### src/rtl/line_buffer_ctrl.sv
// Raster-stream sequencer for the line buffers and 3x3 window of the pattern recognizer.
// Tracks pixel position, drives line-buffer writes and qualifies complete windows.
module line_buffer_ctrl #(
  parameter int unsigned IMG_WIDTH  = 1280,
  parameter int unsigned IMG_HEIGHT = 720,
  parameter int unsigned KERNEL     = 3,
  parameter int unsigned COL_W      = 11,
  parameter int unsigned ROW_W      = 10
) (
  input  logic             clk,
  input  logic             reset,
  input  logic             s_valid,
  input  logic             s_sof,
  output logic             s_ready,
  input  logic             m_ready,
  output logic             lb_write_enable,
  output logic [COL_W-1:0] col,
  output logic [ROW_W-1:0] row,
  output logic             win_valid,
  output logic             win_eol,
  output logic             win_eof,
  output logic             frame_done,
  output logic             sof_error
);

  typedef enum logic [1:0] {IDLE, ACTIVE, DONE} state_t;

  localparam logic [COL_W-1:0] LAST_COL = COL_W'(IMG_WIDTH - 1);
  localparam logic [ROW_W-1:0] LAST_ROW = ROW_W'(IMG_HEIGHT - 1);
  localparam logic [COL_W-1:0] KCOL     = COL_W'(KERNEL - 1);
  localparam logic [ROW_W-1:0] KROW     = ROW_W'(KERNEL - 1);

  state_t           r_state, w_state_nxt;
  logic [COL_W-1:0] r_col, w_col_nxt, w_px_col;
  logic [ROW_W-1:0] r_row, w_row_nxt, w_px_row;
  logic             w_accept, w_restart, w_take;
  logic             w_last_col, w_last_row, w_qual;
  logic             r_win_valid, r_win_eol, r_win_eof, r_sof_error;

  always_comb begin
    s_ready     = m_ready && (r_state != DONE);
    w_accept    = s_valid && s_ready;
    // An accepted sof always denotes pixel (0,0), whether starting or restarting a frame
    w_restart   = w_accept && s_sof;
    w_take      = w_restart || (w_accept && (r_state == ACTIVE));
    w_px_col    = w_restart ? '0 : r_col;
    w_px_row    = w_restart ? '0 : r_row;
    w_last_col  = (w_px_col == LAST_COL);
    w_last_row  = (w_px_row == LAST_ROW);
    w_qual      = w_take && (w_px_col >= KCOL) && (w_px_row >= KROW);
    w_state_nxt = r_state;
    w_col_nxt   = r_col;
    w_row_nxt   = r_row;
    case (r_state)
      DONE: w_state_nxt = IDLE;
      default: begin
        if (w_take) begin
          w_state_nxt = ACTIVE;
          if (w_last_col) begin
            w_col_nxt = '0;
            if (w_last_row) begin
              w_row_nxt   = '0;
              w_state_nxt = DONE;
            end else begin
              w_row_nxt = w_px_row + ROW_W'(1);
            end
          end else begin
            w_col_nxt = w_px_col + COL_W'(1);
            w_row_nxt = w_px_row;
          end
        end
      end
    endcase
  end

  always_ff @(posedge clk) begin
    if (reset) begin
      r_state     <= IDLE;
      r_col       <= '0;
      r_row       <= '0;
      r_win_valid <= 1'b0;
      r_win_eol   <= 1'b0;
      r_win_eof   <= 1'b0;
      r_sof_error <= 1'b0;
    end else begin
      r_state     <= w_state_nxt;
      r_col       <= w_col_nxt;
      r_row       <= w_row_nxt;
      r_sof_error <= w_restart && (r_state == ACTIVE);
      // Window flags hold while downstream stalls; a new window overwrites them
      if (w_qual) begin
        r_win_valid <= 1'b1;
        r_win_eol   <= w_last_col;
        r_win_eof   <= w_last_col && w_last_row;
      end else if (m_ready) begin
        r_win_valid <= 1'b0;
        r_win_eol   <= 1'b0;
        r_win_eof   <= 1'b0;
      end
    end
  end

  assign lb_write_enable = w_take;
  assign col             = r_col;
  assign row             = r_row;
  assign win_valid       = r_win_valid;
  assign win_eol         = r_win_eol;
  assign win_eof         = r_win_eof;
  assign frame_done      = (r_state == DONE);
  assign sof_error       = r_sof_error;

endmodule

### config.mk
export PLATFORM = sky130hd
export DESIGN_NAME = line_buffer_ctrl
export DESIGN_NICKNAME = d
export VERILOG_FILES = /design/src/rtl/line_buffer_ctrl.sv
export SDC_FILE = /design/constraint.sdc
export NUM_CORES = 1
export LEC_CHECK = 0
export ABC_AREA = 1
export CAP_MARGIN = 20
export CORE_AREA = 2 2 59 61
export CTS_CLUSTER_SIZE = 16
export DETAILED_ROUTE_END_ITERATION = 7
export DIE_AREA = 0 0 61 63
export GPL_ROUTABILITY_DRIVEN = 1
export GPL_TIMING_DRIVEN = 0
export HOLD_SLACK_MARGIN = 0.12
export PLACE_DENSITY = 0.78
export SETUP_SLACK_MARGIN = 0.3
export SKIP_CTS_REPAIR_TIMING = 1
export SYNTH_ARGS = -nofsm -noshare
export SYNTH_HDL_FRONTEND = slang
export SYNTH_SLANG_ARGS = --single-unit
### constraint.sdc
create_clock -name clk -period 5.89 [get_ports clk]
set_input_delay 1.178 -clock clk [delete_from_list [all_inputs] [get_ports clk]]
set_output_delay 1.178 -clock clk [all_outputs]
set_load 0.03 [all_outputs]
==> results of run 1 <==
-- power breakdown --
group          internal [W]  switching [W]   total, W  leakage [nW]
logic             0.0000139      0.0000271  0.0000410         0.624
clock network     0.0000266      0.0000590  0.0000856        0.0150
registers          0.000185     0.00000211   0.000187         0.218
total              0.000225      0.0000882   0.000313         0.857
-- flip-flops by register name, summed over array words and instances (netlist names) --
| signal | cells |
|---|---|
| col | 11 |
| row | 10 |
| r_state | 2 |
| sof_error | 1 |
| win_eof | 1 |
| win_eol | 1 |
| win_valid | 1 |
-- how the worst max path moves through the flow --
stage                     slack [ns]              end
after floorplan                 2.86  lb_write_enable
after global placement          1.48  lb_write_enable
after detailed placement        1.48  lb_write_enable
after CTS                       1.46  lb_write_enable
after global routing            1.41  lb_write_enable
final                           1.47  lb_write_enable
-- metal layers --
| metal | wire [microns] | global-route usage (%) | vias to the layer above |
|---|---|---|---|
| met2 | 1870 | 36.6 | 62 |
| li1 | - | - | 921 |
| met3 | 310 | 3.31 | 5 |
| met1 | 2080 | 36.7 | 791 |
| met5 | 0 | 0 | - |
| met4 | 51 | 7.61 | 0 |
-- stage by stage --
step                instance area [sq um]  total power, W
global route                         2100        0.000328
finish                               2100        0.000313
floorplan                            1700        0.000216
CTS                                  2100        0.000316
detailed placement                   2070        0.000232
global placement                     2070        0.000231
-- final cells by class --
type                       count  area [sq um]  area share [%]
buffer                         8          56.3            2.68
clock buffer                   4          26.3            1.25
inverter                      30           115            5.48
multi-input combinational    196           983            46.8
sequential                    27           541            25.7
tap                           46          57.6            2.74
timing repair buffer          32           320            15.3
-- cell families after synthesis --
| family | after synthesis | synth area share [%] |
|---|---|---|
| compound gates | 36 | 11.9 |
| xor+xnor | 1 | 0.517 |
| fa+ha+maj | 4 | 2.95 |
| buf+inv | 38 | 10.1 |
| flops | 27 | 31.9 |
| simple gates | 155 | 42.7 |
-- cell usage after synthesis (all sizes together) --
cell type and instances:
xor2 1, nand3b 2, a41oi 1, nor4 1, dfxtp 27, nand2 77, o21ai 8, a22oi 1
inv 30, a211oi 1, clkbuf 2, nand4 6, ha 4, nor3b 1, nand3 29, nor2 30
nor3 9, buf 6, a21oi 25
-- worst reg2reg max path, cell delays in order (launching register included) --
cell     delay (ns)
dfxtp_1        0.36
inv_2          0.07
nand2_2        0.07
nand4_4        0.16
buf_6          0.18
nand2_1        0.13
inv_1          0.13
ha_1           0.20
nand2_1        0.06
inv_1          0.05
nand3_1        0.11
nor2_2         0.17
nand3_2        0.11
buf_6          0.17
nand2_2        0.10
inv_2          0.06
nand2_1        0.05
nor2_1         0.03
a21oi_1        0.12
nor2_1         0.05
==> flow_metrics.tcl, run 1 <==
set metrics [dict create \
    outcome "finished, final reports clean" \
    crit_top_cell "clkdlybuf4s50_1" \
    synth_fp_nets 270 \
    row_count 21 \
    hold_viol_final 0 \
    critPathArrivalTime_ns 3.24 \
    nFillCells 311 \
    finalWirelength_microns 4310 \
    drt_iter0_drc 88 \
    drive_gt1_share_pct 9.43 \
    seq_area_frac_synth_pct 31.9 \
    p_per_area_nw_per_um2 149 \
    period_minus_slack_ns 4.42 \
    fmax_ghz 0.226 \
    final_cell_mix "nand2_1, clkdlybuf4s50_1, nand3_1, dfxtp_1, inv_1" \
    first_global_vias 1567 \
    diodes 0 \
    netlist.area_leader.share_pct 31.9 \
    syn_inst 261 \
    place_inst 339 \
    finalSetupTns_ns 0 \
    syn-cell-area_sq_um 1700 \
    timing.reg2reg.setup_slack_ns 3.39 \
    final_max_slew_viol_count 0 \
    min_to "sof_error" \
    core_sq_um 3230 \
    nets 307 \
    htreeDepth 1 \
    critical_path_depth 6 \
    leakage_nw 0.857 \
    grt_max_degree 15 \
    clkLatencyLatePin_ns 0.34 \
    finalCoreUtilization_pct 65.0 \
    clock-root-buffer "clkbuf_4" \
    rsz0062_at_grt "no" \
    hold_slack_ns 0.480 \
    required_ns 4.71 \
    clock-skew-final_ns 0.00850 \
    cts_tree "yes" \
    cts_made_buffers 3 \
    routedWlPerCell_microns 12.6 \
    slowest_delay_ns 0.71 \
    grt_pass1_wl_microns 7290 \
    ys_types 28 \
    gp_congestion 0.883 \
    hpwlAfterDp_microns 3200 \
    setup_viol 0 \
    area_growth_pct 23.8 \
    ant_nets 0 \
    crit_path_start "m_ready" \
    die_w_microns 61 \
    maxCapViolCount 0 \
    clk_pin_slew_ns 0.16 \
    start_kind "primary input" \
    worstHoldStart "r_state[1]" \
    rr_startpoint "r_state[0]" \
    dr.pass1.iters 4 \
    worstPathCellList "clkdlybuf4s50_1, nand4_4, buf_6, nand2_2, buf_2, clkdlybuf4s50_1" \
    ios 33 \
    synth_warnings 0 \
    hold-path-cell-count 1 \
    overflow 0 \
    path_max_fanout 10 \
    fin_crit_sh_pct 75.1 \
    worst-path-buf-inv 4 \
    cts_buffer_depth 2 \
    io_buffers 32 \
    cts.sinks 27 \
    crit_type "primary input to primary output" \
    yosys-top-cells-area "dfxtp_1, nand2_1, nand3_1" \
    final_common_cell "nand2_1" \
    cpMaxStageDelayCell "clkdlybuf4s50_1" \
    drc 0 \
    start_util_pct 52.5 \
    dieArea_sq_um 3840 \
    max_slew_margin_pct 62.8 \
    ys_ff_latch 27 \
    ff2ff_path_depth 19 \
    die_h_microns 63 \
    routed_via_density 5.19 \
    peakVddDrop_v 0.000110 \
    min_path_type "register to register" \
    avgSynthCellArea_sq_um 6.50 \
    fin_ws_ns 1.47 \
    synth_top_area_cell "dfxtp_1" \
    cp_top_family "buffers and inverters" \
    antenna_found_initial 0 \
    cp-end-kind "primary output" \
    final_cells 343 \
    worst_pin_slew_ns 0.557 \
    vias 1779 \
    track_usage_pct 24.7 \
    pre_cts_slack_ns 1.48 \
    rr_endpoint "col[8]" \
]
Note: power is estimated with default switching activity, not from simulation.
==> inputs of run 2 (changes only) <==
--- a/config.mk
+++ b/config.mk
@@ -7,14 +7,14 @@
 export LEC_CHECK = 0
 export ABC_AREA = 1
 export CAP_MARGIN = 20
-export CORE_AREA = 2 2 59 61
+export CORE_AREA = 2 2 61 63
 export CTS_CLUSTER_SIZE = 16
 export DETAILED_ROUTE_END_ITERATION = 7
-export DIE_AREA = 0 0 61 63
+export DIE_AREA = 0 0 63 65
 export GPL_ROUTABILITY_DRIVEN = 1
 export GPL_TIMING_DRIVEN = 0
 export HOLD_SLACK_MARGIN = 0.12
-export PLACE_DENSITY = 0.78
+export PLACE_DENSITY = 0.73
 export SETUP_SLACK_MARGIN = 0.3
 export SKIP_CTS_REPAIR_TIMING = 1
 export SYNTH_ARGS = -nofsm -noshare
==> constraint.sdc (replaced) <==
create_clock -name clk -period 4.5 [get_ports clk]
set_input_delay 0.9 -clock clk [delete_from_list [all_inputs] [get_ports clk]]
set_output_delay 0.9 -clock clk [all_outputs]
set_load 0.03 [all_outputs]
==> flow_metrics.tcl, run 2 (same netlist as run 1, synthesis figures left out) <==
set metrics [dict create \
    gp_congestion 0.887 \
    grt_pass1_wl_microns 7350 \
    setup_viol 0 \
    final_common_cell "nand2_1" \
    hpwlAfterDp_microns 3200 \
    cp-end-kind "primary output" \
    leakage_nw 0.860 \
    htreeDepth 1 \
    crit_type "primary input to primary output" \
    fin_crit_sh_pct 86.0 \
    critPathArrivalTime_ns 2.97 \
    final_cell_mix "nand2_1, clkdlybuf4s50_1, nand3_1, dfxtp_1, inv_1" \
    highest_layer "met4" \
    clock-root-buffer "clkbuf_4" \
    wl_met2_microns 2040 \
    start_util_pct 48.5 \
    period_minus_slack_ns 3.87 \
    drive_gt1_share_pct 9.76 \
    io_buffers 32 \
    nFillCells 365 \
    die_w_microns 63 \
    antenna_found_initial 0 \
    final_max_slew_viol_count 0 \
    row_count 22 \
    ant_nets 0 \
    clkLatencyLatePin_ns 0.35 \
    rsz0062_at_grt "no" \
    dr.pass1.iters 4 \
    finalWirelength_microns 4300 \
    outcome "finished, final reports clean" \
    cts_buffer_depth 2 \
    routed_via_density 5.10 \
    nets 307 \
    fin_area_sq_um 2100 \
    met3_length_microns 186 \
    ios 33 \
    maxCapViolCount 0 \
    required_ns 3.60 \
    fmax_ghz 0.258 \
    area_growth_pct 24.1 \
    wirelength_met1_microns 2000 \
    overflow 0 \
    dieArea_sq_um 4100 \
    start_kind "primary input" \
    peakVddDrop_v 0.0000857 \
    area.sequential_sq_um 541 \
    drc 0 \
    place_area_sq_um 2080 \
    largest_reg_flops 11 \
    finalSetupTns_ns 0 \
    diodes 0 \
    p_per_area_nw_per_um2 196 \
    track_usage_pct 22.6 \
    cpMaxStageDelayCell "clkdlybuf4s50_1" \
    first_global_vias 1635 \
    worst_pin_slew_ns 0.551 \
    grt_max_degree 16 \
    core_sq_um 3500 \
    crit_top_cell "clkdlybuf4s50_1" \
    multiInputGateArea_sq_um 983 \
    drt_iter0_drc 70 \
    slowest_delay_ns 0.71 \
    hold_viol_final 0 \
    vias 1758 \
    clock-skew-final_ns 0.0110 \
    max_slew_margin_pct 63.3 \
    min_path_type "register to register" \
    clk_pin_slew_ns 0.16 \
    worstPathCellList "clkdlybuf4s50_1, nand4_4, buf_6, nand2_2, buf_2, clkdlybuf4s50_1" \
    hold_slack_ns 0.477 \
    cts.sinks 27 \
    die_h_microns 65 \
    path_max_fanout 10 \
    cts_made_buffers 3 \
    routedWlPerCell_microns 12.5 \
    cts_tree "yes" \
]
==> run 2: cell count changes in the layout (fill, tap and decap cells not counted), sizes merged <==
cell	before	now
clkinv	0	1
clkbuf	6	5
==> run 2: path summary, 6_finish.rpt <==
| kind | startpoint | end | slack (ns) | cells after the start |
|---|---|---|---|---|
| setup reg to reg | r_state[0] | col[8] | 2.00 | 19 |
| setup / recovery | m_ready | lb_write_enable | 0.63 | 6 |
| hold reg to reg | win_eol | win_eol | 0.48 | 2 |
| hold / removal | win_eol | win_eol | 0.48 | 2 |
==> run 2: where the power goes <==
group | switching [W] | leakage, nW | internal [W]
clock network | 0.0000803 | 0.0177 | 0.0000336
logic | 0.0000349 | 0.624 | 0.0000181
registers | 0.00000271 | 0.218 | 0.000242
==> run 2: critical path, delay by kind of cell <==
family / cells / cell delay [ns]
buffers and inverters: 4 / 1.73
AND/OR/NAND/NOR: 2 / 0.32
==> run 2: per-stage QoR <==
stage	power [W]	worst slack [ns]	utilization, %	std cells
after global routing	0.000426	0.555	60.2	345
after global placement	0.000303	0.642	59.4	341
after CTS	0.000412	0.640	60.2	345
after floorplan	0.000282	1.87	-	261
final	0.000411	0.630	60.2	345
after detailed placement	0.000303	0.643	59.4	341
==> run 2: per-layer routing <==
layer  up-vias  global-route usage (%)
met5         -                       0
met4         0                    8.61
met3         7                    3.13
met2        39                    39.6
met1       779                    27.9
li1        933                       -
==> run 2: cell type report <==
cell class	count	area share (%)
plain buffers	8	2.68
clock buffers	3	1.07
clock inverters	1	0.238
inverters	30	5.47
multi-input cells	196	46.8
flip-flops and latches	27	25.7
well taps	48	2.86
repair buffers	32	15.2
==> inputs of run 3 (changes only) <==
--- a/config.mk
+++ b/config.mk
@@ -7,14 +7,16 @@
 export LEC_CHECK = 0
 export ABC_AREA = 1
 export CAP_MARGIN = 20
-export CORE_AREA = 2 2 61 63
+export CELL_PAD_IN_SITES_DETAIL_PLACEMENT = 0
+export CELL_PAD_IN_SITES_GLOBAL_PLACEMENT = 1
+export CORE_AREA = 2 2 72 74
 export CTS_CLUSTER_SIZE = 16
 export DETAILED_ROUTE_END_ITERATION = 7
-export DIE_AREA = 0 0 63 65
+export DIE_AREA = 0 0 74 76
 export GPL_ROUTABILITY_DRIVEN = 1
 export GPL_TIMING_DRIVEN = 0
 export HOLD_SLACK_MARGIN = 0.12
-export PLACE_DENSITY = 0.73
+export PLACE_DENSITY = 0.74
 export SETUP_SLACK_MARGIN = 0.3
 export SKIP_CTS_REPAIR_TIMING = 1
 export SYNTH_ARGS = -nofsm -noshare
==> flow_metrics.tcl, run 3 (same netlist as run 1, synthesis figures left out) <==
set metrics [dict create \
    outcome "finished, final reports clean" \
    fmax_ghz 0.257 \
    rr_endpoint "col[8]" \
    setup_viol 0 \
    clk_pin_slew_ns 0.10 \
    period_minus_slack_ns 3.88 \
    overflow 0 \
    max_slew_margin_pct 56.6 \
    dr.pass1.iters 4 \
    drt_iter0_drc 69 \
    cts.sinks 27 \
    grt_pass1_wl_microns 8020 \
    fin_ws_ns 0.616 \
    drc 0 \
    antenna_found_initial 0 \
    gp_congestion 0.862 \
    hold-path-cell-count 2 \
    rr_startpoint "r_state[1]" \
    routed_via_density 4.95 \
    largest_reg_flops 11 \
    critPathArrivalTime_ns 2.98 \
    cp-end-kind "primary output" \
    final_common_cell "nand2_1" \
    timing.reg2reg.setup_slack_ns 1.95 \
    highest_layer "met4" \
    min_path_type "register to register" \
    ant_nets 0 \
    worstPathCellList "clkdlybuf4s50_1, nand4_4, buf_6, nand2_2, buf_2, clkdlybuf4s50_1" \
    grt_max_degree 16 \
    worst_pin_slew_ns 0.650 \
    die_w_microns 74 \
    start_util_pct 34.5 \
    track_usage_pct 18.2 \
    peakVddDrop_v 0.000106 \
    dieArea_sq_um 5620 \
    worstHoldStart "win_valid" \
    pre_cts_slack_ns 0.599 \
    min_to "win_valid" \
    drive_gt1_share_pct 9.76 \
    start_kind "primary input" \
    cts_made_buffers 3 \
    maxCapViolCount 0 \
    nets 307 \
    worst-path-buf-inv 4 \
    final_max_slew_viol_count 0 \
    routedWlPerCell_microns 12.9 \
    ff2ff_path_depth 18 \
    row_count 26 \
    cts_buffer_depth 2 \
    first_global_vias 1771 \
    crit_type "primary input to primary output" \
    diodes 0 \
    hpwlAfterDp_microns 3550 \
    clkLatencyLatePin_ns 0.28 \
    clock-skew-final_ns 0.00623 \
    crit_top_cell "clkdlybuf4s50_1" \
    met3_length_microns 144 \
    slowest_delay_ns 0.71 \
    finalWirelength_microns 4730 \
    wirelength_met1_microns 2140 \
    cp_top_family "buffers and inverters" \
    ios 33 \
    area_growth_pct 26.8 \
    clock-root-buffer "clkbuf_8" \
    cts_tree "yes" \
    rsz0062_at_grt "no" \
    wl_met2_microns 2370 \
    leakage_nw 0.868 \
    place_area_sq_um 2100 \
    core_sq_um 4910 \
    finalSetupTns_ns 0 \
    fin_crit_sh_pct 86.3 \
    final_cell_mix "nand2_1, clkdlybuf4s50_1, nand3_1, dfxtp_1, inv_1" \
    htreeDepth 1 \
    cpMaxStageDelayCell "clkdlybuf4s50_1" \
    p_per_area_nw_per_um2 205 \
    path_max_fanout 10 \
    hold_viol_final 0 \
    fin_area_sq_um 2150 \
    die_h_microns 76 \
    vias 1815 \
    io_buffers 32 \
    required_ns 3.60 \
]
==> run 3: cell types whose count changed in the layout (fill, tap and decap cells not counted) <==
cell,delta
clkbuf_4,-3
clkbuf_8,+3
==> run 3: per-stage QoR <==
step                      total power (W)  cells  hold WS (ns)  util (%)
after floorplan                  0.000282    261         0.439         -
after global placement           0.000305    363         0.457      42.8
after detailed placement         0.000305    363         0.464      42.8
after CTS                        0.000451    367         0.481      43.8
after global routing             0.000463    367         0.494      43.8
final                            0.000441    367         0.475      43.8
==> run 3: worst max path at each step <==
stage	from	end	slack, ns	cells past startpoint
after detailed placement	m_ready	lb_write_enable	0.60	6
after CTS	m_ready	lb_write_enable	0.60	6
after global placement	m_ready	lb_write_enable	0.60	6
final	m_ready	lb_write_enable	0.62	6
after global routing	m_ready	lb_write_enable	0.56	6
after floorplan	m_ready	col[8]	1.87	17
==> run 3: layout make-up <==
class | instances | area [sq um]
Fill cell | 506 | 2760
Clock inverter | 1 | 5.00
Inverter | 30 | 115
Tap cell | 70 | 87.6
Multi-Input combinational cell | 196 | 983
Clock buffer | 3 | 41.3
Timing Repair Buffer | 32 | 320
Buffer | 8 | 56.3
Sequential cell | 27 | 541
==> run 3: worst register-to-register path, stage by stage, from the launching register on <==
cell and delay, ns:
dfxtp_1 0.38, nand2_2 0.10, nand4_4 0.17, buf_6 0.19, nand2_1 0.14, inv_1 0.13, ha_1 0.21, nand2_1 0.06
inv_1 0.06, nand3_1 0.11, nor2_2 0.17, nand3_2 0.11, buf_6 0.18, nand2_2 0.10, inv_2 0.07, nand2_1 0.06
nor2_1 0.04, a21oi_1 0.11, nor2_1 0.05
==> run 3: power by group <==
| group | leakage, nW | total (W) | internal [W] | switching [W] |
|---|---|---|---|---|
| Clock | 0.0255 | 0.000143 | 0.0000622 | 0.0000803 |
| Sequential | 0.218 | 0.000244 | 0.000241 | 0.00000284 |
| Combinational | 0.624 | 0.0000546 | 0.0000182 | 0.0000364 |
| Total | 0.868 | 0.000441 | 0.000322 | 0.000120 |
==> run 3: routing by layer <==
layer  track usage, %  vias up
met3             2.12        9
met1             21.6      842
met5                0        -
met2             33.2       35
li1                 -      929
met4             5.09        0
